`config.mk`:
```
export PLATFORM = sky130hd
export DESIGN_NAME = mem_port_arbiter_flat
export DESIGN_NICKNAME = d
export VERILOG_FILES = /design/src/rtl/mem_port_arbiter_if.sv /design/src/rtl/mem_port_arbiter.sv /design/src/flat_wrapper.sv
export SDC_FILE = /design/constraint.sdc
export NUM_CORES = 1
export LEC_CHECK = 0
export ABC_CLOCK_PERIOD_IN_PS = 7500
export BUFFER_PORTS_ARGS = -buffer_cell sky130_fd_sc_hd__buf_2
export CAP_MARGIN = 20
export CELL_PAD_IN_SITES_DETAIL_PLACEMENT = 2
export CELL_PAD_IN_SITES_GLOBAL_PLACEMENT = 2
export CORE_MARGIN = 2
export CORE_UTILIZATION = 25
export CTS_CLUSTER_SIZE = 40
export DETAILED_ROUTE_END_ITERATION = 12
export PLACE_DENSITY = 0.78
export SYNTH_ARGS = -nofsm -noshare
export SYNTH_HDL_FRONTEND = slang
export SYNTH_SLANG_ARGS = --single-unit
```
`constraint.sdc`:
```
create_clock -name i_clk -period 7.5 [get_ports i_clk]
set_input_delay 1.5 -clock i_clk [delete_from_list [all_inputs] [get_ports i_clk]]
set_output_delay 1.5 -clock i_clk [all_outputs]
set_load 0.01 [all_outputs]
```
`src/rtl/mem_port_arbiter_if.sv`:
```
// -----------------------------------------------------------------------------
// mem_port_arbiter_if
// Bundles the two requester ports (A = CPU memory path, B = loader/debug path)
// and the single-port RAM bus that mem_port_arbiter sits between.
//   a_req/a_we/a_addr/a_wdata -> arbiter   : port A request and payload
//   a_ack/a_rdata             <- arbiter   : port A completion pulse and data
//   b_*                                    : same set for port B
//   mem_en/mem_we/mem_addr/mem_wdata <- arbiter : RAM strobe, write enable,
//                                                 address, write data
//   mem_rdata                 -> arbiter   : RAM read data
//   busy/grant_b              <- arbiter   : sequencer status, last grant
// Modport slave is the arbiter's view; master is the requesters-plus-RAM view.
// -----------------------------------------------------------------------------
interface mem_port_arbiter_if #(
    parameter int ADDR_W = 9,
    parameter int DATA_W = 32
);
    logic              a_req;
    logic              a_we;
    logic [ADDR_W-1:0] a_addr;
    logic [DATA_W-1:0] a_wdata;
    logic              a_ack;
    logic [DATA_W-1:0] a_rdata;

    logic              b_req;
    logic              b_we;
    logic [ADDR_W-1:0] b_addr;
    logic [DATA_W-1:0] b_wdata;
    logic              b_ack;
    logic [DATA_W-1:0] b_rdata;

    logic              mem_en;
    logic              mem_we;
    logic [ADDR_W-1:0] mem_addr;
    logic [DATA_W-1:0] mem_wdata;
    logic [DATA_W-1:0] mem_rdata;

    logic              busy;
    logic              grant_b;

    modport slave (
        input  a_req, a_we, a_addr, a_wdata,
        output a_ack, a_rdata,
        input  b_req, b_we, b_addr, b_wdata,
        output b_ack, b_rdata,
        output mem_en, mem_we, mem_addr, mem_wdata,
        input  mem_rdata,
        output busy, grant_b
    );

    modport master (
        output a_req, a_we, a_addr, a_wdata,
        input  a_ack, a_rdata,
        output b_req, b_we, b_addr, b_wdata,
        input  b_ack, b_rdata,
        input  mem_en, mem_we, mem_addr, mem_wdata,
        output mem_rdata,
        input  busy, grant_b
    );
endinterface

```
`src/rtl/mem_port_arbiter.sv`:
```
// -----------------------------------------------------------------------------
// mem_port_arbiter
// Round-robin arbiter and transaction sequencer for the single-port RAM behind
// MAR/MDR. One requester at a time is granted; its request is captured, issued
// to the RAM for one cycle, the read latency is waited out, read data is
// captured into that port's rdata register and a one-cycle ack is returned.
//
// Ports:
//   i_clk  : system clock, rising edge
//   i_rst  : asynchronous, active-high reset
//   bus    : mem_port_arbiter_if.slave -- requester ports A/B, RAM bus,
//            busy and grant_b status (all outputs registered)
//
// Parameters:
//   ADDR_W   : RAM address width
//   DATA_W   : data width
//   READ_LAT : cycles from the mem_en edge to valid mem_rdata (1..4)
// -----------------------------------------------------------------------------
module mem_port_arbiter #(
    parameter int ADDR_W   = 9,
    parameter int DATA_W   = 32,
    parameter int READ_LAT = 1
) (
    input  logic                 i_clk,
    input  logic                 i_rst,
    mem_port_arbiter_if.slave    bus
);

    localparam int CNT_W = 3;

    typedef enum logic [1:0] {
        S_IDLE  = 2'd0,
        S_ISSUE = 2'd1,
        S_WAIT  = 2'd2,
        S_DONE  = 2'd3
    } state_t;

    state_t              r_state;
    state_t              w_next;

    // Captured transaction and sequencing state
    logic                r_grant_b;     // doubles as last_grant (1 = B)
    logic                r_we;
    logic [ADDR_W-1:0]   r_addr;
    logic [DATA_W-1:0]   r_wdata;
    logic [CNT_W-1:0]    r_cnt;

    // Registered outputs
    logic                r_mem_en;
    logic                r_mem_we;
    logic                r_a_ack;
    logic                r_b_ack;
    logic                r_busy;
    logic [DATA_W-1:0]   r_a_rdata;
    logic [DATA_W-1:0]   r_b_rdata;

    // Arbitration result for the current IDLE cycle
    logic                w_grant;
    logic                w_sel_b;
    logic                w_sel_we;
    logic [ADDR_W-1:0]   w_sel_addr;
    logic [DATA_W-1:0]   w_sel_wdata;

    always_comb begin
        w_next      = r_state;
        w_grant     = 1'b0;
        w_sel_b     = r_grant_b;
        case (r_state)
            S_IDLE: begin
                if (bus.a_req && bus.b_req) begin
                    // Tie goes to whoever was not granted last time
                    w_grant = 1'b1;
                    w_sel_b = ~r_grant_b;
                end else if (bus.a_req) begin
                    w_grant = 1'b1;
                    w_sel_b = 1'b0;
                end else if (bus.b_req) begin
                    w_grant = 1'b1;
                    w_sel_b = 1'b1;
                end
                if (w_grant) begin
                    w_next = S_ISSUE;
                end
            end
            S_ISSUE: begin
                if (r_we || (READ_LAT == 1)) begin
                    w_next = S_DONE;
                end else begin
                    w_next = S_WAIT;
                end
            end
            S_WAIT: begin
                if (r_cnt <= 3'd1) begin
                    w_next = S_DONE;
                end
            end
            S_DONE: begin
                w_next = S_IDLE;
            end
            default: begin
                w_next = S_IDLE;
            end
        endcase
    end

    always_comb begin
        w_sel_we    = w_sel_b ? bus.b_we    : bus.a_we;
        w_sel_addr  = w_sel_b ? bus.b_addr  : bus.a_addr;
        w_sel_wdata = w_sel_b ? bus.b_wdata : bus.a_wdata;
    end

    always_ff @(posedge i_clk or posedge i_rst) begin
        if (i_rst) begin
            r_state   <= S_IDLE;
            r_grant_b <= 1'b1;
            r_we      <= 1'b0;
            r_addr    <= '0;
            r_wdata   <= '0;
            r_cnt     <= '0;
            r_mem_en  <= 1'b0;
            r_mem_we  <= 1'b0;
            r_a_ack   <= 1'b0;
            r_b_ack   <= 1'b0;
            r_busy    <= 1'b0;
            r_a_rdata <= '0;
            r_b_rdata <= '0;
        end else begin
            r_state <= w_next;

            // Payload is frozen at the grant edge; later input changes are ignored
            if (w_grant) begin
                r_grant_b <= w_sel_b;
                r_we      <= w_sel_we;
                r_addr    <= w_sel_addr;
                r_wdata   <= w_sel_wdata;
            end

            // Loaded during ISSUE so WAIT sees READ_LAT-1 on its first cycle
            if (r_state == S_ISSUE) begin
                r_cnt <= CNT_W'(READ_LAT - 1);
            end else if (r_state == S_WAIT) begin
                r_cnt <= r_cnt - 3'd1;
            end

            // Outputs are decoded from the next state so they line up with it
            r_mem_en <= (w_next == S_ISSUE);
            r_mem_we <= (w_next == S_ISSUE) && w_sel_we;
            r_busy   <= (w_next != S_IDLE);
            r_a_ack  <= (w_next == S_DONE) && !r_grant_b;
            r_b_ack  <= (w_next == S_DONE) &&  r_grant_b;

            // RAM data is valid on the edge that enters DONE
            if ((w_next == S_DONE) && !r_we) begin
                if (r_grant_b) begin
                    r_b_rdata <= bus.mem_rdata;
                end else begin
                    r_a_rdata <= bus.mem_rdata;
                end
            end
        end
    end

    assign bus.mem_en    = r_mem_en;
    assign bus.mem_we    = r_mem_we;
    assign bus.mem_addr  = r_addr;
    assign bus.mem_wdata = r_wdata;
    assign bus.a_ack     = r_a_ack;
    assign bus.b_ack     = r_b_ack;
    assign bus.a_rdata   = r_a_rdata;
    assign bus.b_rdata   = r_b_rdata;
    assign bus.busy      = r_busy;
    assign bus.grant_b   = r_grant_b;

endmodule

```
`src/flat_wrapper.sv`:
```
// flat-port wrapper written by rule: the top's interface ports become plain ports
module mem_port_arbiter_flat 
#(
    parameter int ADDR_W   = 9,
    parameter int DATA_W   = 32,
    parameter int READ_LAT = 1
)
  (i_clk, i_rst, bus_a_req, bus_a_we, bus_a_addr, bus_a_wdata, bus_a_ack, bus_a_rdata, bus_b_req, bus_b_we, bus_b_addr, bus_b_wdata, bus_b_ack, bus_b_rdata, bus_mem_en, bus_mem_we, bus_mem_addr, bus_mem_wdata, bus_mem_rdata, bus_busy, bus_grant_b);
  mem_port_arbiter_if #(.ADDR_W(ADDR_W), .DATA_W(DATA_W)) bus_i ();
  input  logic i_clk;
  input  logic i_rst;
  input wire logic [$bits(bus_i.a_req)-1:0] bus_a_req;
  input wire logic [$bits(bus_i.a_we)-1:0] bus_a_we;
  input wire logic [$bits(bus_i.a_addr)-1:0] bus_a_addr;
  input wire logic [$bits(bus_i.a_wdata)-1:0] bus_a_wdata;
  output wire logic [$bits(bus_i.a_ack)-1:0] bus_a_ack;
  output wire logic [$bits(bus_i.a_rdata)-1:0] bus_a_rdata;
  input wire logic [$bits(bus_i.b_req)-1:0] bus_b_req;
  input wire logic [$bits(bus_i.b_we)-1:0] bus_b_we;
  input wire logic [$bits(bus_i.b_addr)-1:0] bus_b_addr;
  input wire logic [$bits(bus_i.b_wdata)-1:0] bus_b_wdata;
  output wire logic [$bits(bus_i.b_ack)-1:0] bus_b_ack;
  output wire logic [$bits(bus_i.b_rdata)-1:0] bus_b_rdata;
  output wire logic [$bits(bus_i.mem_en)-1:0] bus_mem_en;
  output wire logic [$bits(bus_i.mem_we)-1:0] bus_mem_we;
  output wire logic [$bits(bus_i.mem_addr)-1:0] bus_mem_addr;
  output wire logic [$bits(bus_i.mem_wdata)-1:0] bus_mem_wdata;
  input wire logic [$bits(bus_i.mem_rdata)-1:0] bus_mem_rdata;
  output wire logic [$bits(bus_i.busy)-1:0] bus_busy;
  output wire logic [$bits(bus_i.grant_b)-1:0] bus_grant_b;
  assign bus_i.a_req = bus_a_req;
  assign bus_i.a_we = bus_a_we;
  assign bus_i.a_addr = bus_a_addr;
  assign bus_i.a_wdata = bus_a_wdata;
  assign bus_a_ack = bus_i.a_ack;
  assign bus_a_rdata = bus_i.a_rdata;
  assign bus_i.b_req = bus_b_req;
  assign bus_i.b_we = bus_b_we;
  assign bus_i.b_addr = bus_b_addr;
  assign bus_i.b_wdata = bus_b_wdata;
  assign bus_b_ack = bus_i.b_ack;
  assign bus_b_rdata = bus_i.b_rdata;
  assign bus_mem_en = bus_i.mem_en;
  assign bus_mem_we = bus_i.mem_we;
  assign bus_mem_addr = bus_i.mem_addr;
  assign bus_mem_wdata = bus_i.mem_wdata;
  assign bus_i.mem_rdata = bus_mem_rdata;
  assign bus_busy = bus_i.busy;
  assign bus_grant_b = bus_i.grant_b;
  mem_port_arbiter #(.ADDR_W(ADDR_W), .DATA_W(DATA_W), .READ_LAT(READ_LAT)) u_core (.i_clk(i_clk), .i_rst(i_rst), .bus(bus_i));
endmodule
```
---- Yosys cells after proc, flatten, opt, wreduce, memory -nomap -nowiden ----
Index checks and enable logic that the tools add are counted.
storage, ports and cells
  logic and storage cells ................. 50
  bits in registers ....................... 117
cells by class
  add/sub/neg operators ................... 1
  equality and inequality tests ........... 5
  reduce and logical (&&, ||, !) cells .... 12
  mux-type cells .......................... 17
  bitwise gates (word level) .............. 1
  $lt $le $gt $ge ......................... 1
operators with widths
  operator                                                                          number
  32-bit two-way mux                                                                1
  1-bit two-way mux                                                                 10
  9-bit two-way mux                                                                 1
  2-bit case mux with 4 select lines                                                1
  2-bit equality test, second input constant                                        3
  3-bit two-way mux                                                                 2
  1-bit logical AND                                                                 5
  2-bit by 1-bit equality test with 1-bit output, second input constant             2
  2-bit two-way mux                                                                 2
  2-bit AND reduction                                                               2
  2-bit nonzero test                                                                2
  3-bit by 1-bit less-or-equal comparator with 1-bit output, second input constant  1
  3-bit by 1-bit subtractor with 3-bit output, second input constant                1
  1-bit logical NOT                                                                 2
  2-bit logical NOT                                                                 1
  1-bit NOT                                                                         1

---- Longest topological paths before layout ----
  depth in word-level cells ............... 9
  mapped depth ............................ 8
  mapped depth without buffers ............ 7

---- Worst setup path before layout ----
Ideal clock, no wire load.
  path type ............................... input to register
  from .................................... in bus_a_req
  to ...................................... reg u_core.r_b_rdata[20], in the netlist u_core.bus.b_rdata[20]
  stages .................................. 5
  path buffers ............................ 1
  path slack .............................. 4.906 ns
  data arrival time ....................... 2.470 ns
  setup time .............................. 0.125 ns
  required time ........................... 7.375 ns
  path through ............................ nor3_1 a21oi_2 nand4_2 buf_6 mux2_2
on the way
  cells in the longest elaborated chain, start to end .. 8
  elaborated cells between the ends (all ways) .. 9
  classes of those cells .................. eq/ne (1); mux (5); reduce/logical (3)
RTL lines
  item                                                    RTL line                                        text
  from (decl)                                             flat_wrapper.sv:12                              input wire logic [$bits(bus_i.a_req)-1:0] bus_a_req;
  1-bit two-way mux or 1-bit logical AND (tied branches)  mem_port_arbiter.sv:74, mem_port_arbiter.sv:70
  1-bit two-way mux *                                     mem_port_arbiter.sv:70                          if (bus.a_req && bus.b_req) begin
  1-bit two-way mux *                                     mem_port_arbiter.sv:68                          case (r_state)
  2-bit two-way mux *                                     mem_port_arbiter.sv:81                          if (w_grant) begin
  2-bit case mux with 4 select lines *                    mem_port_arbiter.sv:68
  2-bit equality test *                                   mem_port_arbiter.sv:153                         if ((w_next == S_DONE) && !r_we) begin
  1-bit logical AND *                                     mem_port_arbiter.sv:153
  2-bit AND reduction (no source line) *                  -
  to (signal assigned)                                    mem_port_arbiter.sv:155                         r_b_rdata <= bus.mem_rdata;
  to (decl)                                               mem_port_arbiter.sv:55                          logic [DATA_W-1:0] r_b_rdata;
Mark *: on every way between the ends. The rest lies on a longest branch, timed or not. The select of a mux whose other input is x is not followed.
A chain may end at the register's enable or synchronous reset.

---- Worst setup path in the final report ----
  from .................................... in bus_a_req
  to ...................................... reg u_core.r_b_rdata[2], in the netlist u_core.bus.b_rdata[2]
Same word-level chain as after synthesis.

==> results.py <==
metrics = {
    "power": {
        "pwr-share-seq": 0.323,
        "power_mw": 3.504,
        "leakagePower_nw": 3.554,
        "p_clk_frac": 0.268,
        "powerDensity_nw_per_um2": 502.9,
        "internal_power_mw": 2.248,
        "combPwrFrac": 0.409,
        "ir_worst_vdd_v": 0.0001524,
        "p_sw_frac": 0.3584,
        "p_switching_mw": 1.256,
    },
    "run": {
        "maxCapViolations": 0,
    },
    "route": {
        "ant_nets": 0,
        "drtPass1Iterations": 4,
        "drt-vias-per-instance": 4.314,
        "drt_first_iter_violations": 32,
        "wirelength_um": 15530,
        "post-route-drc-count": 0,
        "routedWlPerCell_um": 17.77,
        "vias": 3770,
    },
    "floorplan": {
        "coreArea_um2": 18830,
        "die-area_um2": 20490,
        "die_y_um": 143.1,
        "io_pins": 231,
        "initial_utilization": 0.2570,
        "die_x_um": 143.1,
        "fp-row-count": 50,
    },
    "global_route": {
        "grt_pass1_wl_um": 23960,
        "track_usage": 0.1543,
        "grt_max_degree": 81,
        "grt_overflow": 0,
        "grt_pass1_vias": 4372,
        "grt_antenna_before_repair": 0,
    },
    "place": {
        "post-dp-hpwl_um": 11470,
        "place.gp.congestion": 0.7215,
        "place_area_um2": 6266,
        "post-place-ws_ps": 4203,
        "dp_cells": 841,
        "portBuffers": 230,
    },
    "cells_and_area": {
        "final_area_um2": 6968,
        "nFillCells": 2038,
        "diodes": 0,
        "fin_cells": 874,
        "final_nets": 726,
        "drive_gt1_frac": 0.5521,
        "areaGrowthSynthToFinish_pct": 43.98,
        "fin_util": 0.3700,
    },
    "timing": {
        "slew_headroom": 0.4923,
        "setup-violations-final": 0,
        "whs_ps": 475.6,
        "tightest_slew_ps": 758.7,
        "fin_skew_ps": 11.76,
        "fin_crit_sh": 0.3767,
        "finalHoldViolCount": 0,
        "min_period_ps": 2825,
        "worst_slack_ps": 4675,
        "finalSetupTns_ps": 0,
        "fmax_mhz": 353.9,
        "slew_violations": 0,
        "rsz0062_at_grt": "false",
    },
    "critical_path": {
        "cp-end-kind": "flop",
        "endpoint": "u_core.bus.b_rdata[2]",
        "worst_path_max_delay_cell": "nand4_2",
        "cp-start-kind": "input port",
        "worst_ep_arrival_time_ps": 3110,
        "required_ps": 7780,
        "r2r-start": "u_core.r_state[0]",
        "reg2reg_depth": 6,
        "max_stage_delay_ps": 500,
        "r2r_setup_slack_ps": 4810,
        "worstSetupStartpoint": "bus_a_req",
        "critPathTopFamily": "simple AND/OR/NAND/NOR gates",
        "r2r-end": "u_core.bus.b_rdata[2]",
        "worstPathMaxFanout": 20,
        "worstPathCellList": "buf_2 > nor3_1 > a21oi_2 > nand4_2 > buf_16 > mux2_2",
        "path_depth": 6,
        "worstSetupPathType": "input port to flop",
        "path_buf_inv": 2,
    },
    "clock_network": {
        "numClockSinks": 117,
        "clockBufferDepth": 2,
        "cts.repair.resized": 0,
        "cts.root.buffer_cell": "clkbuf_16",
        "worstSkewPairLatency_ps": 410,
        "post_cts_buffers": 0,
        "cts_made_buffers": 17,
        "h-tree-depth": 4,
        "clk_pin_slew_ps": 60,
        "holdBufCountCts": 0,
        "cts_tree": "yes",
    },
    "logic_synthesis": {
        "synth_cells": 367,
        "yosysTopAreaCellShare": 0.5998,
        "synth-seq-area-share": 0.6052,
        "netlist_area_um2": 4840,
        "ys_seq_elements": 117,
        "yosysTopAreaCell": "dfrtp_1",
        "synth_cell_type_count": 26,
        "syn-num-nets": 492,
        "yosys_warnings": 0,
        "avgSynthCellArea_um2": 13.19,
        "yosys-top-cells-area": "dfrtp_1 60%, mux2_2 15%, mux2i_1 8.7%, o21ai_0 4.7%, nand2_1 3.6%",
    },
    "status": {
        "run_status": "finished, final reports clean",
    },
    "hold_path": {
        "hp-class": "flop to flop",
    },
}
tightest hold or removal path: cells and delay by family, from the launching register on:
family	cells	cell delay (ps)
AOI/OAI and AO/OA	1	60
DFF	1	340
and+or+nand+nor	1	50
registers in the layout (all words and copies together) (netlist names):
name / count
u_core.r_cnt: 3
u_core.bus.mem_we: 1
u_core.bus.mem_addr: 9
u_core.bus.b_rdata: 32
u_core.bus.a_rdata: 32
u_core.bus.b_ack: 1
u_core.r_we: 1
u_core.bus.busy: 1
u_core.bus.grant_b: 1
u_core.bus.mem_wdata: 32
u_core.bus.a_ack: 1
u_core.bus.mem_en: 1
u_core.r_state: 2
placed cells by master, fill, tap and decap left out, drive strengths merged, types with 2 or more instances in the layout:
cell type	n
ha	5
buf	236
a21oi	2
dfrtp	116
nor2	3
clkinv	3
inv	12
o21ai	46
clkbuf	18
nor3	4
mux2	65
nand2	46
bufinv	6
mux2i	42
area by class of cell:
cell class	count	area (um^2)	area share
timing repair buffer	236	1256	0.1803
tap	260	325.3	0.04669
clock inverter	14	245.2	0.03519
sequential	117	2929	0.4204
multi-input combinational	221	1750	0.2512
clock buffer	18	429.2	0.06159
inverter	8	32.53	0.004669
power by group through the flow:
stage,registers (mW),logic (mW),clock network (mW)
after floorplan,1.25,0.759,0
after global placement,1.11,1.35,0
after detailed placement,1.14,1.46,0
after CTS,1.14,1.47,0.971
after global routing,1.17,1.59,0.996
final,1.13,1.43,0.940
worst min path at each step:
stage / startpoint / end / slack (ps) / cells after the start
after floorplan: u_core.r_we / u_core.r_we / 450 / 2
final: u_core.bus.mem_wdata[8] / u_core.bus.mem_wdata[8] / 480 / 2
after global placement: u_core.bus.mem_wdata[17] / u_core.bus.mem_wdata[17] / 460 / 2
after global routing: u_core.bus.mem_wdata[16] / u_core.bus.mem_wdata[16] / 510 / 2
after detailed placement: u_core.bus.mem_wdata[8] / u_core.bus.mem_wdata[8] / 470 / 2
after CTS: u_core.bus.mem_wdata[8] / u_core.bus.mem_wdata[8] / 480 / 2
cells by family after synthesis:
kind of cell,after synthesis,share of synthesized area
flops,117,0.6052
mux,107,0.2397
simple gates,59,0.05326
fa+ha+maj,5,0.01293
compound gates,50,0.05352
buf+inv,29,0.03542
metal layers:
| layer | vias up | global-route usage | share of wire |
|---|---|---|---|
| met3 | 13 | 0.05265 | 0.088 |
| li1 | 1743 | - | - |
| met5 | - | 0 | 0 |
| met1 | 1841 | 0.1632 | 0.37 |
| met2 | 173 | 0.2828 | 0.53 |
| met4 | 0 | 0.05628 | 0.011 |
Yosys cell counts:
master,instances
dfstp_2,1
mux2i_1,42
nor3b_1,1
o22ai_1,1
mux2_4,2
buf_4,4
nor2b_1,1
a21oi_2,1
o21ai_0,45
and3_1,1
nand2_1,46
dfrtp_1,116
buf_2,2
buf_6,6
a31o_2,1
nand2b_1,1
nor2_1,3
inv_1,8
nand4_2,1
nand4b_2,1
o21ai_1,1
mux2_2,63
ha_1,5
nor3_1,4
clkbuf_1,9
a21oi_1,1
No activity file was read; power rests on OpenSTA's default activity.
